## src/rtl/frame_scheduler.sv

```systemverilog
// -----------------------------------------------------------------------------
// frame_scheduler
//
// Walks the raster of one video frame and hands each (x, y) coordinate to the
// pixel packer over a valid/ready handshake.  Geometry is captured into shadow
// registers when a frame starts, so the register file may be rewritten at any
// time without tearing the frame that is in flight.
//
// Ports
//   out_stream_aclk   clock
//   axi_resetn        synchronous reset, active HIGH despite its name
//   cfg_width         pixels per line (0 behaves as 1)
//   cfg_height        lines per frame (0 behaves as 1)
//   cfg_enable        level run request
//   cfg_oneshot       1: one frame per cfg_start pulse, 0: continuous
//   cfg_start         one-shot trigger pulse
//   pix_x / pix_y     current coordinate
//   pix_first         coordinate is (0,0) of the frame
//   pix_eol           coordinate is the last pixel of its line
//   pix_valid         coordinate is offered
//   pix_ready         datapath accepts the coordinate
//   busy              a frame is in progress
//   frame_done        one-cycle pulse after the last pixel is accepted
//   frame_count       completed frames, wrapping
// -----------------------------------------------------------------------------
module frame_scheduler #(
    parameter int X_BITS    = 10,
    parameter int Y_BITS    = 9,
    parameter int FCNT_BITS = 16
) (
    input  logic                 out_stream_aclk,
    input  logic                 axi_resetn,
    input  logic [X_BITS-1:0]    cfg_width,
    input  logic [Y_BITS-1:0]    cfg_height,
    input  logic                 cfg_enable,
    input  logic                 cfg_oneshot,
    input  logic                 cfg_start,
    output logic [X_BITS-1:0]    pix_x,
    output logic [Y_BITS-1:0]    pix_y,
    output logic                 pix_first,
    output logic                 pix_eol,
    output logic                 pix_valid,
    input  logic                 pix_ready,
    output logic                 busy,
    output logic                 frame_done,
    output logic [FCNT_BITS-1:0] frame_count
);

    typedef enum logic {
        IDLE,
        RUN
    } state_t;

    state_t                 state_q, state_d;
    logic [X_BITS-1:0]      shadow_w_q, shadow_w_d;
    logic [Y_BITS-1:0]      shadow_h_q, shadow_h_d;
    logic [X_BITS-1:0]      x_d;
    logic [Y_BITS-1:0]      y_d;
    logic                   valid_d;
    logic                   done_d;
    logic [FCNT_BITS-1:0]   count_d;

    logic [X_BITS-1:0]      cfg_w_clamped;
    logic [Y_BITS-1:0]      cfg_h_clamped;
    logic                   accept;
    logic                   last_x;
    logic                   last_y;
    logic                   cont_go;
    logic                   start_go;

    // A zero-sized geometry is promoted to 1 so the counters always have a
    // valid terminal value and shadow-1 never underflows.
    assign cfg_w_clamped = (cfg_width  == '0) ? X_BITS'(1) : cfg_width;
    assign cfg_h_clamped = (cfg_height == '0) ? Y_BITS'(1) : cfg_height;

    assign accept   = pix_valid && pix_ready;
    assign last_x   = (pix_x == shadow_w_q - X_BITS'(1));
    assign last_y   = (pix_y == shadow_h_q - Y_BITS'(1));
    assign cont_go  = cfg_enable && !cfg_oneshot;
    assign start_go = cont_go || (cfg_enable && cfg_oneshot && cfg_start);

    // State and datapath registers; reset aborts any frame in flight.
    always_ff @(posedge out_stream_aclk) begin
        if (axi_resetn) begin
            state_q     <= IDLE;
            pix_x       <= '0;
            pix_y       <= '0;
            pix_valid   <= 1'b0;
            frame_done  <= 1'b0;
            frame_count <= '0;
            shadow_w_q  <= X_BITS'(1);
            shadow_h_q  <= Y_BITS'(1);
        end else begin
            state_q     <= state_d;
            pix_x       <= x_d;
            pix_y       <= y_d;
            pix_valid   <= valid_d;
            frame_done  <= done_d;
            frame_count <= count_d;
            shadow_w_q  <= shadow_w_d;
            shadow_h_q  <= shadow_h_d;
        end
    end

    // Next-state and coordinate stepping.  At end of frame, continuous mode
    // reloads the shadows and restarts at (0,0) on the same edge so there is
    // no idle bubble between frames; start pulses seen in RUN are dropped.
    always_comb begin
        state_d    = state_q;
        x_d        = pix_x;
        y_d        = pix_y;
        shadow_w_d = shadow_w_q;
        shadow_h_d = shadow_h_q;
        done_d     = 1'b0;
        count_d    = frame_count;

        case (state_q)
            IDLE: begin
                if (start_go) begin
                    state_d    = RUN;
                    x_d        = '0;
                    y_d        = '0;
                    shadow_w_d = cfg_w_clamped;
                    shadow_h_d = cfg_h_clamped;
                end
            end
            RUN: begin
                if (accept) begin
                    if (!last_x) begin
                        x_d = pix_x + X_BITS'(1);
                    end else begin
                        x_d = '0;
                        if (!last_y) begin
                            y_d = pix_y + Y_BITS'(1);
                        end else begin
                            y_d     = '0;
                            done_d  = 1'b1;
                            count_d = frame_count + FCNT_BITS'(1);
                            if (cont_go) begin
                                shadow_w_d = cfg_w_clamped;
                                shadow_h_d = cfg_h_clamped;
                            end else begin
                                state_d = IDLE;
                            end
                        end
                    end
                end
            end
            default: begin
                state_d = IDLE;
            end
        endcase

        valid_d = (state_d == RUN);
    end

    // Combinational status derived from the registered coordinate and state.
    always_comb begin
        busy      = (state_q == RUN);
        pix_first = (pix_x == '0) && (pix_y == '0);
        pix_eol   = last_x;
    end

endmodule

```

## config.mk

```make
export PLATFORM = sky130hd
export DESIGN_NAME = frame_scheduler
export DESIGN_NICKNAME = d
export VERILOG_FILES = /design/src/rtl/frame_scheduler.sv
export SDC_FILE = /design/constraint.sdc
export NUM_CORES = 1
export LEC_CHECK = 0
export ABC_AREA = 0
export BUFFER_PORTS_ARGS = -buffer_cell sky130_fd_sc_hd__buf_2
export CORE_MARGIN = 2
export CORE_UTILIZATION = 40
export CTS_BUF_LIST = sky130_fd_sc_hd__clkbuf_8
export DETAILED_ROUTE_END_ITERATION = 10
export GPL_TIMING_DRIVEN = 0
export PLACE_DENSITY = 0.67
export SYNTH_ARGS = -nofsm -noshare
export SYNTH_HDL_FRONTEND = slang
export SYNTH_SLANG_ARGS = --single-unit
```

## constraint.sdc

```tcl
create_clock -name out_stream_aclk -period 3.8 [get_ports out_stream_aclk]
set_clock_uncertainty 0.2 [all_clocks]
set_input_delay 0.38 -clock out_stream_aclk [delete_from_list [all_inputs] [get_ports out_stream_aclk]]
set_output_delay 0.38 -clock out_stream_aclk [all_outputs]
set_load 0.05 [all_outputs]
```

==> reports/metrics.csv <==
metric;value;unit
worst path bufs/invs;2;
die area;9700;µm²
chip height;98.5;µm
Gate Count Post-Synth;430;
Area Overhead vs Synth;16.3;%
Power Density;332;nW/µm²
crit start category;flip-flop;
postcts setup bufs;0;
fill cell count;891;
Peak Freq;0.311;GHz
Final TNS setup;0;ps
synth top area cells;dfxtp_1 (31%), nand2b_1 (7.0%), mux2i_1 (5.9%);
dpl hpwl;6750;µm
port bufs;64;
setup violators final;0;
post-route ant nets;0;
Max Buffers Root-to-Sink;2;
Slew headroom;48.8;%
CP Data Arrival Time;3230;ps
post-synthesis register bit count;56;
CTS tree;built;
register area;1120;µm²
mapped cell area;3570;µm²
Post-Syn Area per Cell;8.31;µm²
top cells by count, synth;dfxtp_1 (56), nand2b_1 (40), nand2_1 (35);
minimum clock period;3220;ps
ratio of cells with drive above 1 in the final layout;17.7;%
number of global-route vias before repair;3057;
Tightest Pin Transition;759;ps
Top delay family on crit path;simple AND/OR/NAND/NOR gates;
Tot GR Track Use;17.8;%
register area share after synthesis;31.4;%
RSZ-0062 raised after global routing;false;
Initial Utilization;41.2;%
Leak;1.70;nW
most frequent cell after synthesis;dfxtp_1;
syn_nets;462;
drt first-iter violations;111;
vias per cell;5.37;
total wire length;8750;µm
Critical-path top delay cell;dfxtp_1;
Final Hold Viols;0;
area occupied by multi-input gates;2270;µm²
Remaining DRCs;0;
Critical Path End Type;flip-flop;
async set-reset flop share out of synthesis;0;%
CP max stage delay;450;ps
Vias;3277;
Hold-fix buffers, CTS;0;
MaxCap Viol Count;0;
Rows;34;
H-tree levels;2;
CP Cell Sequence;inv_1, ha_1, nor3b_1, xor2_1, nor4b_1, and4_1, nand4bb_1, buf_2, nor4_1, mux2_1;
Final Max Tran Viols;0;
Ports;65;
crit path max fanout;10;
area leader, netlist;dfxtp_1;
Pre-antenna DRT Iters;4;
Synth top area share;31.4;%
yosys warns;0;
HP Class;in -> reg;
largest net degree at the start of global routing;17;
Crit Path Class;reg -> reg;
CP required;3810;ps
Inserted Diodes;0;
gr ovfl total;0;
status;finished clean;
global-route wire length before repair;14400;µm
CTS clk-pin slew, worst paths;100;ps
antenna violations before repair;0;
Sink Count;56;
Post-synth top flop;dfxtp_1;
clock latency on the worst-skew pair;320;ps
Post-synth EDFFs;0;
Routability Congestion;0.932;
nets;533;
worst vdd ir;0.000142;V
cts bufs inserted;5;
crit share post-route;84.6;%
root buffer cell;clkbuf_8;
CTS resizes;0;
drt wl/cell;14.3;µm
Yosys cell types;61;
reg2reg setup slack;580;ps
core area;8680;µm²
Die X;98.5;µm
Hold WS;120;ps
==> final timing paths <==
path,startpoint,to,cells past startpoint
min reg2reg,shadow_w_q[9],shadow_w_q[9],2
min,cfg_height[6],shadow_h_q[6],3
max reg2reg,shadow_w_q[0],frame_count[15],10
max,shadow_w_q[0],frame_count[15],10
==> placed cells by master (no fill, tap or decap), types with 3 or more instances in the layout <==
master,synthesis,final
nor2_1,32,32
buf_2,3,67
a21oi_1,5,5
mux2i_1,21,21
o31ai_1,8,8
xor2_1,10,10
or4_1,3,3
a211oi_1,3,3
nand2_1,35,35
ha_1,7,7
inv_1,20,20
xnor2_1,18,18
clkbuf_8,0,7
nor4b_1,3,3
and2_1,3,3
o21ai_0,11,11
nor4_1,10,10
nor3_1,13,13
nor3b_1,5,5
nand2b_1,40,40
and3_1,6,6
o2bb2a_1,6,6
o311ai_0,3,3
or2_2,3,3
nand4_1,4,4
dfxtp_1,56,56
mux2_1,10,10
nor2b_1,15,15
a22oi_1,3,3
clkbuf_1,16,16
nand3_1,19,19
==> state kept, by name (all words and copies together) (netlist names) <==
| signal | flops |
|---|---|
| shadow_h_q | 9 |
| busy | 1 |
| pix_y | 9 |
| pix_x | 10 |
| shadow_w_q | 10 |
| frame_done | 1 |
| frame_count | 16 |
==> worst min-delay path, delay by kind of cell <==
family,cells,cell delay (ps)
AND/OR/NAND/NOR,1,60
multiplexers,1,60
buffers and inverters,1,100
==> metrics by stage <==
stage / area (µm²) / util, % / power [mW] / worst slack, ps / instances
after floorplan: 3570 / - / 0.877 / 427 / 430
after global placement: 4030 / 46.4 / 0.947 / 639 / 602
after detailed placement: 4030 / 46.4 / 0.954 / 636 / 602
after CTS: 4150 / 47.9 / 1.39 / 609 / 610
after global routing: 4150 / 47.9 / 1.45 / 369 / 610
final: 4150 / 47.9 / 1.38 / 584 / 610
==> layer usage <==
| metal | track usage [%] | part of all wire, % |
|---|---|---|
| met2 | 28.7 | 45 |
| met5 | 0 | 0 |
| met1 | 24.1 | 48 |
| met3 | 4.04 | 6.6 |
| met4 | 4.53 | 0.97 |
==> cell families after synthesis <==
group | share of synthesized area [%]
adder cells (fa/ha/maj) | 2.45
buffers and inverters | 5.18
multiplexers | 9.35
AND/OR/NAND/NOR | 32.9
AO/OA/AOI/OAI | 11.5
XOR/XNOR | 7.32
flip-flops | 31.4
==> final cells by class <==
cell class,count,area share (%)
Multi-Input combinational cell,331,54.5
Clock buffer,7,2.32
Clock inverter,1,0.723
Buffer,23,2.65
Timing Repair Buffer,64,7.71
Inverter,20,1.81
Tap cell,108,3.25
Sequential cell,56,27.0
==> power breakdown <==
| group | switching, mW | internal, mW |
|---|---|---|
| Clock | 0.202 | 0.233 |
| Combinational | 0.185 | 0.128 |
| Sequential | 0.0250 | 0.606 |
Power figures use the tool's default switching activity.
